[config.mk]
export PLATFORM = sky130hd
export DESIGN_NAME = multicycle_ctrl
export DESIGN_NICKNAME = d
export VERILOG_FILES = /design/src/rtl/multicycle_ctrl.sv
export SDC_FILE = /design/constraint.sdc
export NUM_CORES = 1
export LEC_CHECK = 0
export BUFFER_PORTS_ARGS = -buffer_cell sky130_fd_sc_hd__buf_2
export CORE_UTILIZATION = 35
export DETAILED_ROUTE_END_ITERATION = 10
export PLACE_DENSITY = 0.68
export SYNTH_ARGS = -nofsm -noshare
export SYNTH_HDL_FRONTEND = slang
export SYNTH_SLANG_ARGS = --single-unit
[constraint.sdc]
create_clock -name clk -period 4.15 [get_ports clk]
set_input_delay 0.415 -clock clk [delete_from_list [all_inputs] [get_ports clk]]
set_output_delay 0.415 -clock clk [all_outputs]
set_load 0.03 [all_outputs]
[src/rtl/multicycle_ctrl.sv]
// Multicycle RISC-V style main controller: Moore FSM sequencing fetch, decode,
// execute, memory and writeback, plus a retired-instruction counter.
//
// state    | code | meaning
// FETCH    | 0    | read instruction at PC, PC <= PC+4 when memory is ready
// DECODE   | 1    | compute branch/jump target, dispatch on opcode
// MEMADR   | 2    | compute load/store address
// MEMREAD  | 3    | load data from memory, wait for mem_ready
// MEMWB    | 4    | write loaded data to the register file
// MEMWRITE | 5    | store to memory, wait for mem_ready
// EXECUTER | 6    | register-register ALU operation
// EXECUTEI | 7    | register-immediate ALU operation
// ALUWB    | 8    | write ALU result to the register file
// BEQ      | 9    | compare operands, branch on zero
// JAL      | 10   | PC <= target, link address toward ALUWB
module multicycle_ctrl (
    input  logic        clk,
    input  logic        reset,
    input  logic [6:0]  op,
    input  logic        zero,
    input  logic        mem_ready,
    output logic        irwrite,
    output logic        pcwrite,
    output logic        regwrite,
    output logic        memwrite,
    output logic        adrsrc,
    output logic        illegal_op,
    output logic [1:0]  immsrc,
    output logic [1:0]  alusrca,
    output logic [1:0]  alusrcb,
    output logic [1:0]  resultsrc,
    output logic [1:0]  aluop,
    output logic [3:0]  state,
    output logic [31:0] instret
);

    localparam logic [6:0] OP_LW   = 7'b0000011;
    localparam logic [6:0] OP_SW   = 7'b0100011;
    localparam logic [6:0] OP_R    = 7'b0110011;
    localparam logic [6:0] OP_I    = 7'b0010011;
    localparam logic [6:0] OP_BEQ  = 7'b1100011;
    localparam logic [6:0] OP_JAL  = 7'b1101111;

    typedef enum logic [3:0] {
        S_FETCH    = 4'd0,
        S_DECODE   = 4'd1,
        S_MEMADR   = 4'd2,
        S_MEMREAD  = 4'd3,
        S_MEMWB    = 4'd4,
        S_MEMWRITE = 4'd5,
        S_EXECUTER = 4'd6,
        S_EXECUTEI = 4'd7,
        S_ALUWB    = 4'd8,
        S_BEQ      = 4'd9,
        S_JAL      = 4'd10
    } state_t;

    state_t      state_q, state_d;
    logic [31:0] instret_q, instret_d;

    logic irwrite_s, regwrite_s, memwrite_s, illegal_s;
    logic pcupdate, branch, retire;

    always_ff @(posedge clk) begin
        if (reset) begin
            state_q   <= S_FETCH;
            instret_q <= '0;
        end else begin
            state_q   <= state_d;
            instret_q <= instret_d;
        end
    end

    always_comb begin
        state_d    = state_q;
        irwrite_s  = 1'b0;
        pcupdate   = 1'b0;
        branch     = 1'b0;
        regwrite_s = 1'b0;
        memwrite_s = 1'b0;
        adrsrc     = 1'b0;
        illegal_s  = 1'b0;
        alusrca    = 2'b00;
        alusrcb    = 2'b00;
        resultsrc  = 2'b00;
        aluop      = 2'b00;
        retire     = 1'b0;
        case (state_q)
            S_FETCH: begin
                alusrcb   = 2'b10;
                resultsrc = 2'b10;
                irwrite_s = mem_ready;
                pcupdate  = mem_ready;
                if (mem_ready) state_d = S_DECODE;
            end
            S_DECODE: begin
                alusrca = 2'b01;
                alusrcb = 2'b01;
                case (op)
                    OP_LW, OP_SW: state_d = S_MEMADR;
                    OP_R:         state_d = S_EXECUTER;
                    OP_I:         state_d = S_EXECUTEI;
                    OP_BEQ:       state_d = S_BEQ;
                    OP_JAL:       state_d = S_JAL;
                    default: begin
                        state_d   = S_FETCH;
                        illegal_s = 1'b1;
                    end
                endcase
            end
            S_MEMADR: begin
                alusrca = 2'b10;
                alusrcb = 2'b01;
                state_d = (op == OP_LW) ? S_MEMREAD : S_MEMWRITE;
            end
            S_MEMREAD: begin
                adrsrc = 1'b1;
                if (mem_ready) state_d = S_MEMWB;
            end
            S_MEMWB: begin
                resultsrc  = 2'b01;
                regwrite_s = 1'b1;
                retire     = 1'b1;
                state_d    = S_FETCH;
            end
            S_MEMWRITE: begin
                adrsrc     = 1'b1;
                memwrite_s = 1'b1;
                if (mem_ready) begin
                    retire  = 1'b1;
                    state_d = S_FETCH;
                end
            end
            S_EXECUTER: begin
                alusrca = 2'b10;
                aluop   = 2'b10;
                state_d = S_ALUWB;
            end
            S_EXECUTEI: begin
                alusrca = 2'b10;
                alusrcb = 2'b01;
                aluop   = 2'b10;
                state_d = S_ALUWB;
            end
            S_ALUWB: begin
                regwrite_s = 1'b1;
                retire     = 1'b1;
                state_d    = S_FETCH;
            end
            S_BEQ: begin
                alusrca = 2'b10;
                aluop   = 2'b01;
                branch  = 1'b1;
                retire  = 1'b1;
                state_d = S_FETCH;
            end
            S_JAL: begin
                alusrca  = 2'b01;
                alusrcb  = 2'b10;
                pcupdate = 1'b1;
                state_d  = S_ALUWB;
            end
            default: state_d = S_FETCH;
        endcase
        instret_d = retire ? instret_q + 32'd1 : instret_q;
    end

    always_comb begin
        case (op)
            OP_SW:   immsrc = 2'b01;
            OP_BEQ:  immsrc = 2'b10;
            OP_JAL:  immsrc = 2'b11;
            default: immsrc = 2'b00;
        endcase
    end

    // Write enables are suppressed during reset; datapath selects still follow state.
    assign irwrite    = irwrite_s & ~reset;
    assign pcwrite    = (pcupdate | (branch & zero)) & ~reset;
    assign regwrite   = regwrite_s & ~reset;
    assign memwrite   = memwrite_s & ~reset;
    assign illegal_op = illegal_s & ~reset;
    assign state      = state_q;
    assign instret    = instret_q;

endmodule

# [Word-level counts from Yosys, hierarchy flattened]
# Index checks and enable logic that the tools add are counted.
[word_totals] ff_bits=36 output_inout_bits=52
[classes] addsub=1 eq_ne=19 n_mux=21 bitwise_logic=8 n_reduce_logical=13
[op_table] op="$add 32x1->32 const B" n=1
[op_table] op="$pmux 4 s6" n=1
[op_table] op="$pmux 4 s5" n=1
[op_table] op="$eq 4x3->1 const B" n=4
[op_table] op="$pmux 2 s2" n=4
[op_table] op="$eq 7x6->1 const B" n=2
[op_table] op="$eq 7x7->1 const B" n=2
[op_table] op="$eq 4x4->1 const B" n=3
[op_table] op="$mux 4" n=3
[op_table] op="$reduce_or 2->1" n=6
[op_table] op="$reduce_or 3->1" n=3
[op_table] op="$eq 4x2->1 const B" n=2
[op_table] op="$mux 1" n=8
[op_table] op="$eq 7x2->1 const B" n=1
[op_table] op="$eq 7x5->1 const B" n=1
[op_table] op="$and 1x1->1" n=6
[op_table] op="$ne 2x2->1 const B" n=3
[op_table] op="$pmux 2 s3" n=1
[op_table] op="$reduce_or 6->1" n=1
[op_table] op="$eq 4x1->1 const B" n=1
[op_table] op="$logic_not 4->1" n=1
[op_table] op="$pmux 1 s2" n=2
[op_table] op="$reduce_or 4->1" n=1
[op_table] op="$mux 3" n=1
[op_table] op="other kinds (3)" n=3

# [Depth between registers and ports, before layout]
# Gate-level depths: netlist of run 1.
[logic_depth] word_depth=5 ltp_mapped=8 mapped_depth_nobuf=5

# [Worst setup path after synthesis of run 1]
# Ideal clock, no wire load.
[synth_path] path_type="flip-flop to output port" from="reg state_q[3], in the netlist state[3]" to="out regwrite" arrival_time_ps=2434 t_required_ps=3735 slack_ps=1301 stages_incl_launch_ff=4 path_buffers=1 path_cell_list="dfxtp_1 -> buf_2 -> nand2b_1 -> a2111oi_0"
[synth_between] elab_chain_cells=4 elab_cells_between_ends=5 classes_between="2 x eq/ne; 1 x mux; 1 x bitwise; 1 x reduce/logical"
[synth_lines] element="start: declaration" line_no="58" rtl="state_t state_q, state_d;"
[synth_lines] element="start signal: assignment" line_no="69" rtl="state_q <= state_d;"
[synth_lines] element="$eq 4x4->1 or $eq 4x3->1 (tied branches)" line_no="88" rtl="case (state_q)"
[synth_lines] element="$reduce_or 2->1 (no line) *"
[synth_lines] element="$mux 1 *" line_no="88"
[synth_lines] element="$and 1x1->1 *" line_no="180" rtl="assign regwrite = regwrite_s & ~reset;"
[synth_lines] element="end: declaration" line_no="24" rtl="output logic regwrite,"
# Every way passes the cells marked *; elsewhere a longest branch is shown, timed or not.

# [Worst setup path in the final report of run 1]
[layout_path] from="reg state_q[1], in the netlist state[1]" to="out memwrite"
[layout_between] elab_chain_cells=3
[layout_lines] element="$eq 4x3->1" line_no="88"
[layout_lines] element="$mux 1" line_no="88"
[layout_lines] element="$and 1x1->1" line_no="181" rtl="assign memwrite = memwrite_s & ~reset;"
[layout_lines] element="end: declaration" line_no="25" rtl="output logic memwrite,"
# No other way between the ends.

==> results.txt, run 1 <==
Status -> finished clean
Syn_nets -> 275
Compound-cell area share of the yosys netlist -> 13.9%
Final Cycle Share -> 62.1%
Simple-gate portion of the synthesized area -> 36.3%
Clk Latency, worst-skew pair -> 0.29 ns
Critical Path Fanout Max -> 26
Setup TNS -> 0 ns
WP data arrival -> 2.16 ns
Synthesis warning total -> 0
Peak supply drop -> 0.139 mV
CP Capture Type -> primary output
Grt ovf -> 0
Layout cells sized above 1 -> 23.7%
Hold WC Path Type -> in -> reg
RSZ-0062 raised after global routing -> no
Antenna violations before repair -> 0
Final Instance Area -> 2480 sq um
Clock skew -> 0.00351 ns
Post-synth EDFFs -> 0
Die height -> 77.9 um
Register area share after synthesis -> 35.7%
Placed Cells -> 381
Post-Route Utilization -> 44.8%
Vias in the first global route -> 1844
Clk pin slew, worst setup/hold paths -> 0.07 ns
Final cell count without fillers -> 389
Ys flop type -> dfxtp_1
Drt pass-1 iters -> 4
Fin. max-slew vios -> 0
Endpoints failing hold -> 0
Nets -> 328
Hpwl dp -> 3.51 mm
Post-synthesis instance total -> 263
First-pass GRT wire length -> 8.37 mm
FF+latch count, synth -> 36
Pin count of the biggest net entering global routing -> 40
Slew headroom -> 43.3%
Post-Place Worst Slack -> 1.72 ns
Largest family of logic cells by synthesized area -> simple AND/OR/NAND/NOR gates
Worst setup margin -> 1.57 ns
Synth Area per Inst -> 7.67 sq um
Routability Congestion -> 0.829
Core Area -> 5540 sq um
Row cnt -> 27
Adder-cell share of the synthesized area -> 0.620%
DRC -> 0
# diodes -> 0
Minimum clock period -> 2.58 ns
Number of buffers created by CTS -> 5
PwrDens -> 310 nW/um^2
# clock sinks -> 36
Synth cell types -> 39
Mapped Area -> 2020 sq um
Post_cts resized -> 0
H-tree depth -> 2
Via count -> 2008
Initial DRC count -> 155
Layout area overhead -> 23.0%
Post-Route WL -> 4.95 mm
Die width -> 77.9 um
Top Layer Used -> met4
Total GRT Usage -> 17.2%
CP startpoint kind -> register
Via-to-Cell Ratio -> 5.16
CTS root buffer -> clkbuf_8
XOR/XNOR Fraction of Synth Area -> 9.55%
Met2 wire length -> 2.15 mm
Placed inst area -> 2350 sq um
Cts hold-fix bufs -> 0
Share of flip-flops with an asynchronous set or reset -> 0%
Max Clock Freq -> 388 MHz
Starting Density -> 36.4%
Clock Path Buffers -> 2
# IOs -> 63
Max_cap viols -> 0
Post-synthesis mux area share -> 0%
Met3 WL -> 276 um
Worst path required time -> 3.73 ns
Pleak -> 0.970 nW
Post-CTS Setup Bufs -> 0
Routed met1 length -> 2.46 mm
Final setup viols -> 0
Die Area -> 6070 sq um
Kind of critical path -> reg -> out
Post-DRT Antenna Nets -> 0
CTS tree -> built
Worst-Margin Slew -> 0.850 ns
DR WL/cell -> 12.7 um
IO buf count -> 62
-- kinds of logic after synthesis --
| logic type | count (synthesis) |
|---|---|
| compound gates | 49 |
| xor+xnor | 22 |
| fa+ha+maj | 1 |
| buf+inv | 20 |
| flops | 36 |
| simple gates | 135 |
-- final timing paths --
path | start | end | slack [ns] | cells after the start
worst max-delay path | state[1] | memwrite | 1.57 | 4
worst min-delay path | mem_ready | state[2] | 0.47 | 3
worst max register to register | state[1] | instret[28] | 1.68 | 5
worst min register to register | instret[31] | instret[31] | 0.48 | 2
-- where the power goes --
group	internal (mW)	total (mW)	leakage [nW]	switching, mW
combinational	0.0235	0.0742	0.616	0.0507
clock	0.212	0.340	0.0645	0.128
sequential	0.347	0.354	0.290	0.00678
total	0.582	0.768	0.970	0.185
-- through the flow --
stage               total power [mW]  hold slack [ns]
global placement               0.435            0.464
finish                         0.768            0.466
global route                   0.799            0.477
CTS                            0.777            0.462
detailed placement             0.436            0.479
floorplan                      0.412            0.596
-- synth_stat cells (5+ instances only) --
cell,count,share of area [%]
nand2_1,20,3.7
clkbuf_1,12,2.2
nor2_1,29,5.4
o21ai_0,17,4.2
nor4_1,9,2.8
nand3_1,12,3.0
or3_1,15,4.7
nor3_1,11,2.7
nor2b_1,5,1.6
a21oi_1,20,5.0
dfxtp_1,36,36
nand4_1,8,2.5
xnor2_1,18,7.8
-- worst max-delay path, stage by stage, from the launching register on --
cell and delay [ns]:
dfxtp_1 0.88, clkinv_1 0.45, nand2_1 0.22, nor3_1 0.08
buf_2 0.22
-- flip-flops by register name, indices dropped and copies added, names as in the netlist --
signal   flops
instret     32
state        4
-- placed cells by master, fill, tap and decap left out, types with 5 or more instances in the layout --
master,count
nand3_1,12
or3_1,15
buf_2,62
dfxtp_1,36
nand4_1,8
a21oi_1,20
nand2_1,20
nor2b_1,5
xnor2_1,18
o21ai_0,17
nor3_1,11
nor4_1,9
nor2_1,29
clkbuf_8,7
-- layer usage --
layer / vias up / GRT usage (%)
li1: 1046 / -
met1: 916 / 22.4
met2: 40 / 27.1
met3: 6 / 5.53
met4: 0 / 5.00
met5: - / 0
-- final cells by class --
cell class / count / area (sq um)
timing repair buffer: 62 / 310
clock inverter: 1 / 30.0
clock buffer: 7 / 96.3
tap: 72 / 90.1
fill: 571 / 3060
inverter: 4 / 15.0
multi-input combinational: 207 / 1220
sequential: 36 / 721
(Power assumes the default switching activity.)
==> inputs of run 2 (changes only) <==
- ABC_AREA: not set -> 1
- PLACE_DENSITY: 0.68 -> 0.67
- clock period: 4.15 -> 2.5 ns (I/O delays scaled with it)
==> run 2 against run 1 <==
- the flow now finishes with violations (design-rule violations)
- worst hold slack worse by 0.17 ns
- die area is 17% higher
- clock power is 53% higher
- critical path depth is 2 higher
- synthesized cell count is 56% higher
- sequential cell count stayed put
- utilization is 0.92 points lower
- sequential power is 64% higher
- final cell count is 41% higher
==> results.txt, run 2 <==
Initial DRC count -> 166
Slew headroom -> 63.8%
# clock sinks -> 36
DRC -> 12
Post-synthesis instance total -> 409
Clock skew -> 0.0126 ns
Setup TNS -> 0 ns
Status -> finished with violations
H-tree depth -> 2
Pleak -> 1.21 nW
Syn_nets -> 421
Synth Area per Inst -> 5.82 sq um
IO buf count -> 62
Ys flop type -> dfxtp_1
Number of buffers created by CTS -> 5
# diodes -> 0
Max reg flops -> 32
Area contributors post-synth -> dfxtp_1, nand2_1, nor2_1
Failing checks -> design-rule violations
Top cell types by occurrence after synthesis -> nand2_1, nor2_1, inv_1, dfxtp_1, a21oi_1
Hold wc startpoint -> mem_ready
# IOs -> 63
PwrDens -> 426 nW/um^2
Peak supply drop -> 0.213 mV
Cts hold-fix bufs -> 0
Worst hold endpoint -> state[2]
Worst-Margin Slew -> 0.543 ns
Post-CTS Setup Bufs -> 0
Clock Path Buffers -> 2
Layout cells sized above 1 -> 18.0%
FF-to-FF path depth -> 8
Most common cell in the netlist -> nand2_1
Largest area contributor in the netlist -> dfxtp_1
Final cell count without fillers -> 548
Drt pass-1 iters -> 9
Most frequent cells in the layout -> nand2_1, nor2_1, buf_2, inv_1, dfxtp_1
Post_cts resized -> 0
Hold slack final -> 0.294 ns
Grt ovf -> 0
Post-Route WL -> 6.03 mm
Layout area overhead -> 19.0%
Register area share after synthesis -> 30.3%
FF+latch count, synth -> 36
Critical Path Fanout Max -> 6
Pin count of the biggest net entering global routing -> 38
DR WL/cell -> 11.0 um
Via count -> 2602
CP startpoint kind -> register
Mapped Area -> 2380 sq um
Core Area -> 6460 sq um
Vias in the first global route -> 2319
Synth cell types -> 35
Die width -> 84.4 um
Via-to-Cell Ratio -> 4.75
Synthesis warning total -> 0
First-pass GRT wire length -> 10.3 mm
Routability Congestion -> 0.862
WP data arrival -> 1.84 ns
Nets -> 482
Filler cells -> 724
Clk Latency, worst-skew pair -> 0.31 ns
Final Cycle Share -> 83.5%
Minimum clock period -> 2.09 ns
Post-Place Worst Slack -> 0.713 ns
Reg2Reg Setup Slack -> 0.70 ns
Hold WC Path Type -> in -> reg
Final setup viols -> 0
Post-DRT Antenna Nets -> 0
Fin. max-slew vios -> 0
Endpoints failing hold -> 0
Antenna violations before repair -> 0
Max Clock Freq -> 479 MHz
Worst setup margin -> 0.412 ns
Clk pin slew, worst setup/hold paths -> 0.07 ns
CP Capture Type -> primary output
Post-synth EDFFs -> 0
Share of flip-flops with an asynchronous set or reset -> 0%
Most common cell after layout, fill and taps aside -> nand2_1
CTS tree -> built
Hpwl dp -> 4.59 mm
FF-to-FF End -> instret[25]
Placed Cells -> 540
Total GRT Usage -> 17.8%
Die height -> 84.4 um
Row cnt -> 29
Worst path required time -> 2.25 ns
Kind of critical path -> reg -> out
Yosys top cell area share -> 30.3%
Worst R2R Start -> state[1]
Die Area -> 7130 sq um
Hold Crit Depth -> 4
Starting Density -> 36.8%
Max_cap viols -> 0
CTS root buffer -> clkbuf_8
RSZ-0062 raised after global routing -> no
-- run 2: cell types whose count changed after synthesis, sizes merged, moves of 7 or more --
cell    change
clkbuf     -10
nand2     +121
inv        +47
nor3        -7
nor4        -8
nand3      +12
xnor2      -16
nor2       +53
or3        -14
a21oi       +8
-- run 2: routing by layer --
layer	global-route usage [%]	vias to the layer above	routed length (um)	part of all wire, %
met1	22.2	1126	2870	48
met5	0	-	0	0
met2	30.3	73	2720	45
met4	5.08	0	78	1.3
li1	-	1396	-	-
met3	4.82	7	359	6.0
-- run 2: worst max path at each step --
stage               slack, ns  startpoint         end  depth (start not counted)
floorplan                0.18    state[0]  illegal_op                          4
global placement         0.76    state[3]  illegal_op                          6
detailed placement       0.71    state[1]  instret[8]                          8
CTS                      0.39    state[3]  illegal_op                          6
global route             0.25    state[2]  illegal_op                          6
finish                   0.41    state[3]  illegal_op                          6
-- run 2: cells by family (layout without fill, tap and decap cells) --
| family | after synthesis | after routing | synth area share [%] |
|---|---|---|---|
| AND/OR/NAND/NOR | 261 | 261 | 46.3 |
| buffers and inverters | 58 | 120 | 10.5 |
| AO/OA/AOI/OAI | 49 | 49 | 10.9 |
| flip-flops | 36 | 36 | 30.3 |
| XOR/XNOR | 4 | 4 | 1.47 |
| adder cells (fa/ha/maj) | 1 | 1 | 0.526 |
-- run 2: cell type report --
class                      instances  area (sq um)  area share [%]
clock buffer                       6          72.6            2.56
sequential                        36           721            25.5
multi-input combinational        315          1410            49.8
clock inverter                     2          35.0            1.24
timing repair buffer              62           310            11.0
tap                               77          96.3            3.40
inverter                          50           188            6.63
-- run 2: per-stage QoR --
stage          utilization [%]  area (sq um)  power (mW)
2_1_floorplan                -          2380       0.669
3_3_place_gp              42.2          2720       0.699
3_5_place_dp              42.2          2720       0.699
4_1_cts                   43.8          2830        1.21
5_1_grt                   43.8          2830        1.25
6_report                  43.8          2830        1.21
-- run 2: worst max-delay path: stages, from the launching register on --
cell and delay, ns:
dfxtp_1 0.32, nor2_1 0.22, inv_1 0.10, nor2_1 0.29, inv_1 0.10, nor4_1 0.26, buf_2 0.24
-- run 2: where the power goes --
| part | leakage, nW | switching, mW | total (mW) | internal [mW] |
|---|---|---|---|---|
| Sequential | 0.290 | 0.00347 | 0.579 | 0.575 |
| Combinational | 0.863 | 0.0779 | 0.108 | 0.0298 |
| Clock | 0.0552 | 0.225 | 0.521 | 0.296 |
| Total | 1.21 | 0.306 | 1.21 | 0.901 |
